==> src/rtl/junction_phase_scheduler.sv <==
// Round-robin green-phase scheduler for a four-approach junction with
// min/max green, yellow and all-red clearance intervals; outputs are registered.
module junction_phase_scheduler #(
  parameter int MIN_GREEN   = 4,
  parameter int MAX_GREEN   = 10,
  parameter int YELLOW_TIME = 3,
  parameter int ALLRED_TIME = 2,
  parameter int TW          = 8
) (
  input  logic       clock,
  input  logic       clear,
  input  logic [3:0] req,
  output logic [7:0] lights,
  output logic [1:0] grant_id,
  output logic       grant_valid,
  output logic       phase_start
);

  typedef enum logic [1:0] {
    ALLRED = 2'd0,
    GREEN  = 2'd1,
    YELLOW = 2'd2
  } state_t;

  localparam logic [TW-1:0] MIN_LAST = TW'(MIN_GREEN - 1);
  localparam logic [TW-1:0] MAX_LAST = TW'(MAX_GREEN - 1);
  localparam logic [TW-1:0] Y_LAST   = TW'(YELLOW_TIME - 1);
  localparam logic [TW-1:0] AR_LAST  = TW'(ALLRED_TIME - 1);

  state_t        state;
  logic [TW-1:0] timer;
  logic [1:0]    ptr;

  logic [1:0] winner;
  logic [1:0] idx;
  logic       found;
  logic       own_req;
  logic       others;
  logic       min_done;
  logic       max_hit;

  // First requester strictly after the last winner, wrapping around.
  always_comb begin
    winner = ptr;
    idx    = '0;
    found  = 1'b0;
    for (int k = 1; k <= 4; k++) begin
      idx = ptr + 2'(k);
      if (!found && req[idx]) begin
        winner = idx;
        found  = 1'b1;
      end
    end
  end

  assign own_req  = req[grant_id];
  assign others   = |(req & ~(4'b0001 << grant_id));
  assign min_done = (timer >= MIN_LAST);
  assign max_hit  = (timer >= MAX_LAST);

  always_ff @(posedge clock) begin
    if (clear) begin
      state       <= ALLRED;
      timer       <= '0;
      ptr         <= 2'd3;
      grant_id    <= 2'd0;
      lights      <= 8'h00;
      grant_valid <= 1'b0;
      phase_start <= 1'b0;
    end else begin
      phase_start <= 1'b0;
      case (state)
        ALLRED: begin
          if (timer >= AR_LAST) begin
            // Timer rests at its last value until someone asks for green.
            if (found) begin
              state       <= GREEN;
              timer       <= '0;
              ptr         <= winner;
              grant_id    <= winner;
              lights      <= 8'h02 << {winner, 1'b0};
              grant_valid <= 1'b1;
              phase_start <= 1'b1;
            end
          end else begin
            timer <= timer + 1'b1;
          end
        end
        GREEN: begin
          if (min_done && (!own_req || (max_hit && others))) begin
            state  <= YELLOW;
            timer  <= '0;
            lights <= 8'h01 << {grant_id, 1'b0};
          end else if (!max_hit) begin
            timer <= timer + 1'b1;
          end
        end
        YELLOW: begin
          if (timer >= Y_LAST) begin
            state       <= ALLRED;
            timer       <= '0;
            lights      <= 8'h00;
            grant_valid <= 1'b0;
          end else begin
            timer <= timer + 1'b1;
          end
        end
        default: begin
          state       <= ALLRED;
          timer       <= '0;
          lights      <= 8'h00;
          grant_valid <= 1'b0;
        end
      endcase
    end
  end

endmodule
==> config.mk <==
export PLATFORM = sky130hd
export DESIGN_NAME = junction_phase_scheduler
export DESIGN_NICKNAME = d
export VERILOG_FILES = /design/src/rtl/junction_phase_scheduler.sv
export SDC_FILE = /design/constraint.sdc
export NUM_CORES = 1
export LEC_CHECK = 0
export CAP_MARGIN = 20
export CORE_UTILIZATION = 48
export CTS_CLUSTER_DIAMETER = 60
export CTS_CLUSTER_SIZE = 8
export DETAILED_ROUTE_END_ITERATION = 8
export GPL_ROUTABILITY_DRIVEN = 0
export PLACE_DENSITY = 0.82
export SLEW_MARGIN = 20
export SYNTH_ARGS = -nofsm -noshare
export SYNTH_HDL_FRONTEND = slang
export SYNTH_SLANG_ARGS = --single-unit
==> constraint.sdc <==
create_clock -name clock -period 2.2 [get_ports clock]
set_clock_uncertainty 0.05 [all_clocks]
set_input_delay 0.22 -clock clock [delete_from_list [all_inputs] [get_ports clock]]
set_output_delay 0.22 -clock clock [all_outputs]
set_load 0.01 [all_outputs]
# == Word level (Yosys, flattened, before mapping) ==
# Index checks and enable logic that the tools add are counted.
# word_totals
reg_bits,24
in_bits,6
word_cells,92
# classes
add_sub_neg,4
n_lt_le_gt_ge,9
eq_ne,8
shift,3
mux,39
bitwise_logic,5
reduce_logical,17
# op_table
operator,count
$mux W8,9
$pmux W8 S3,2
$ge A8 B2 Y1 const B,2
$mux W2,8
$lt A2 B3 Y1 const B,5
$mux W1,13
$bmux W1 S2,5
$add A8 B1 Y8 const B,1
$ge A8 B1 Y1 const B,1
$ge A8 B4 Y1 const B,1
$ne A2 B2 Y1 const B,4
$reduce_and A4 Y1,2
$shl A1 B3 Y8 const A,1
$shl A2 B3 Y8 const A,1
$ne A3 B3 Y1 const B,2
$pmux W2 S3,1
$logic_and A1 B1 Y1,5
$add A2 B2 Y2 const B,2
$and A4 B4 Y4,1
$logic_not A1 Y1,4
$not A4 Y4,1
$reduce_or A4 Y1,1
$shl A1 B2 Y4 const A,1
$not A1 Y1,3
9 further kinds,9

# == Logic depth before layout (Yosys ltp) ==
# logic_depth
depth_word,17
ltp_mapped,9
depth_no_buf,8

# == Worst setup path before layout ==
# No wires, ideal clock.
# synth_timing
path_kind,register -> register
start,register timer[4]
end,register timer[7]
arrival_ps,2208
required_ps,2080
setup_slack_ps,-128
path_stages_with_launch,8
path_buffers,1
period_less_slack_ps,2328
path_cell_list,dfxtp_1 -> or4_4 -> or3_4 -> o21a_1 -> o21bai_4 -> buf_6 -> or4_1 -> a21oi_1
# synth_via
elab_chain_cells,6
elab_cells_between_ends,16
cone_classes,add/sub (1); order compare (4); eq/ne (2); mux (5); reduce/logical (4)
# synth_lines
item,line_no,rtl
start: declaration,31,logic [TW-1:0] timer;
start signal: assignment,86,timer <= timer + 1'b1;
start signal: assignment,95,timer <= timer + 1'b1;
start signal: assignment,105,timer <= timer + 1'b1;
$ge A8 B4 Y1,59,assign max_hit = (timer >= MAX_LAST);
$logic_and A1 B1 Y1,90,if (min_done && (!own_req || (max_hit && others))) begin
$logic_or A1 B1 Y1,90,
$logic_and A1 B1 Y1,90,
$mux W8 or $ne A3 B3 Y1 (tied branches),n/a,
$pmux W8 S3 or $reduce_and A2 Y1 (tied branches),n/a,
# Parallel ways exist; a longest one is shown, timed or not. The select of a mux whose other input is x is not followed.
# A chain may end at the register's enable or synchronous reset.

# == Final worst setup path ==
# layout_timing
start,register timer[5]
end,register timer[5]
# Same word-level chain as after synthesis.

==> results.yml <==
cts:
  cts_root_buffer: "clkbuf_4"
  clk_pin_slew_worst_paths_ns: 0.12
  numCtsBuffers: 3
  tritoncts: "yes"
  clk_latency_ns: 0.33
  clock_path_buffers: 2
  cts_hold_buffers: 0
  htreeDepth: 1
  clock-sinks: 24
finish:
  regArea_sq_um: 485
  synthToLayoutAreaGrowth_pct: 47.2
  diodes: 0
  drive_above_1_share_pct: 34.9
  fill_cells: 173
  fin_nets: 200
  multi_input_area_sq_um: 815
  final_area_sq_mm: 0.00184
timing:
  fmax_mhz: 422
  setup_ws_ns: -0.167
  fin_crit_sh_pct: 108
  slew_headroom_pct: 58.4
  hold_viol_final: 0
  grt_setup_unrepaired: "true"
  slew_viol_final: 0
  finalSetupViolCount: 18
  worst_pin_slew_ns: 0.618
  fin_crit_ns: 2.37
run_status:
  status: "finished, violations left"
  violations: "setup timing"
die:
  coreArea_sq_mm: 0.00248
  die_w_um: 53.1
  start_util_pct: 50.5
  die_y_um: 53.1
  ios: 18
  rows: 18
  die-area_sq_mm: 0.00281
pwr:
  ir_drop_mv: 1.08
  comb_power_share_pct: 56.3
  p_leak_uw: 0.000741
  switching_power_uw: 851
  cellPowerDensity_mw_per_mm2: 1190
  p_int_uw: 1330
  sw_frac_of_total_pct: 38.9
  p_clk_share_pct: 14.7
  p_seq_share_pct: 29.0
placement:
  dpl-instance-area_sq_mm: 0.00159
  dp_slack_ns: -0.265
  numPortBuffers: 17
  dp_hpwl_mm: 2.27
drt:
  drt-pass1-iter-count: 4
  routed_wl_mm: 3.35
  drc: 0
  vias_per_cell: 5.70
  vias: 1249
  ant_nets: 0
  avgRoutedWirePerCell_um: 15.3
  drt_iter0_markers: 16
yosys:
  syn_area_per_cell_sq_um: 8.87
  synth_compound_area_share_pct: 26.1
  netlist.area_leader.share_pct: 38.4
  muxShareOfSynthArea_pct: 4.30
  synth.yosys.warnings: 0
  synth.most_common_cell: "dfxtp_1"
  synthCells: 141
  synth_enable_flop_cells: 0
  synthDistinctLibCells: 41
  synthSimpleGateAreaFrac_pct: 20.7
  synth_area_leaders: "dfxtp_1 (38%), a21oi_1 (4.0%), ha_1 (4.0%), nor2_1 (3.6%), inv_1 (3.3%)"
  synth_top_family_by_area: "compound AO/OA/AOI/OAI gates"
  synthArstFlopShare_pct: 0
  netlist_area_sq_mm: 0.00125
  ys_ff_latch: 24
  yosysSeqAreaShare_pct: 38.4
  synth_fa_ha_area_share_pct: 4.00
  synth_nets: 151
  ys.flop_type: "dfxtp_1"
  synth-xor-area-share_pct: 0.700
  synth_area_leader_cell: "dfxtp_1"
  synthTopCellsByCount: "dfxtp_1 (24), nor2_1 (12), inv_1 (11)"
worst_setup_path:
  worstSetupEndpointType: "register"
  reg2reg_slack_ns: -0.17
  r2r_cells: 6
  start_kind: "register"
  r2r_start: "timer[5]"
  worst_ep_arrival_time_ns: 2.57
  crit_fanout: 7
  crit_type: "reg2reg"
  reg2reg_to: "timer[5]"
  cp.required_ns: 2.40
global_routing:
  grt_pass1_wl_mm: 5.22
  antenna_found_initial: 0
  grt_usage_pct: 25.4
  grt_pass1_vias: 1230
  overflow: 0
  grt_start_max_net_pins: 15
hold_path:
  hold_start: "lights[4]"
  hold-path-cell-count: 1
  hold_path.class: "reg2reg"
  holdPathEnd: "lights[4]"
flow_run:
  max_cap_viol_count: 0
-- logic make-up (layout without fill, tap and decap cells) --
group,count (synthesis),count (layout)
buf+inv,17,64
mux,4,4
flops,24,24
compound gates,44,45
simple gates,47,47
fa+ha+maj,4,4
xor+xnor,1,1
-- flip-flops by register name, indices dropped and copies added (netlist names) --
name and cells:
grant_id 2, grant_valid 1, lights 8, phase_start 1, ptr 2, state 2
timer 8
-- worst max-delay path by stage --
stage / slack [ns] / cells past startpoint / to / from
floorplan: -0.07 / 7 / timer[7] / timer[7]
global placement: -0.20 / 7 / lights[2] / req[3]
detailed placement: -0.27 / 7 / lights[2] / req[3]
CTS: -0.16 / 6 / timer[5] / timer[7]
global route: -0.21 / 6 / timer[5] / timer[5]
finish: -0.17 / 6 / timer[5] / timer[5]
-- routing by layer --
layer / GRT usage [%] / wire length, um / share of wire [%] / vias up
li1: - / - / - / 620
met1: 30.6 / 1480 / 44 / 598
met2: 44.5 / 1720 / 51 / 23
met3: 3.16 / 71 / 2.1 / 8
met4: 11.4 / 82 / 2.4 / 0
met5: 0 / 0 / 0 / -
-- placed cells by master, fill, tap and decap left out, types with 3 or more instances in the layout --
cell,netlist,layout
nand3_1,3,3
clkbuf_4,0,3
or4_4,1,4
o21a_1,3,3
a32o_1,4,4
buf_4,0,32
nand2b_1,4,3
nor2_1,12,10
o2bb2ai_1,4,4
a21oi_2,0,5
nand2_1,6,6
o21bai_1,4,4
a21oi_1,10,5
dfxtp_1,24,22
clkdlybuf4s50_1,0,17
nor3_1,7,5
inv_1,11,11
ha_1,4,4
-- what timing repair did --
| item | CTS | global route |
|---|---|---|
| endpoints found under the hold margin | 0 | 0 |
| resized for setup | 6 | 17 |
| pin swaps | 5 | 8 |
| setup buffers | 5 | 6 |
| endpoints found under the setup margin | 18 | 21 |
| cloned | 1 | 0 |
-- power groups by stage --
stage          registers, uW  clock network [uW]  logic [uW]
6_report                 633                 321        1230
3_5_place_dp             638                   0         960
3_3_place_gp             630                   0         916
5_1_grt                  645                 347        1320
4_1_cts                  628                 326        1090
2_1_floorplan            669                   0         510
-- critical path, cell delays in order (launching register included) --
cell and delay, ns:
dfxtp_4 0.37, or4_4 0.52, or3_4 0.35, o21a_1 0.20, o21bai_4 0.20, or4_4 0.49, a21oi_2 0.12
-- stage by stage --
step                total power [uW]  utilization, %  hold WS, ns  TNS (ns)  instances
floorplan                       1180               -        0.406    -0.110        141
global placement                1550            64.3        0.400     -2.47        203
detailed placement              1600            64.3        0.410     -3.41        203
CTS                             2050            70.0        0.438     -1.48        213
global route                    2310            74.3        0.444     -3.14        219
finish                          2180            74.3        0.437     -1.96        219
-- area by class of cell --
cell class	instances	area share (%)
timing repair buffer	49	22.3
multi-input combinational	101	44.2
clock inverter	1	1.63
tap	30	2.04
clock buffer	3	1.22
sequential	24	26.4
inverter	11	2.24
No activity file was read; power rests on OpenSTA's default activity.
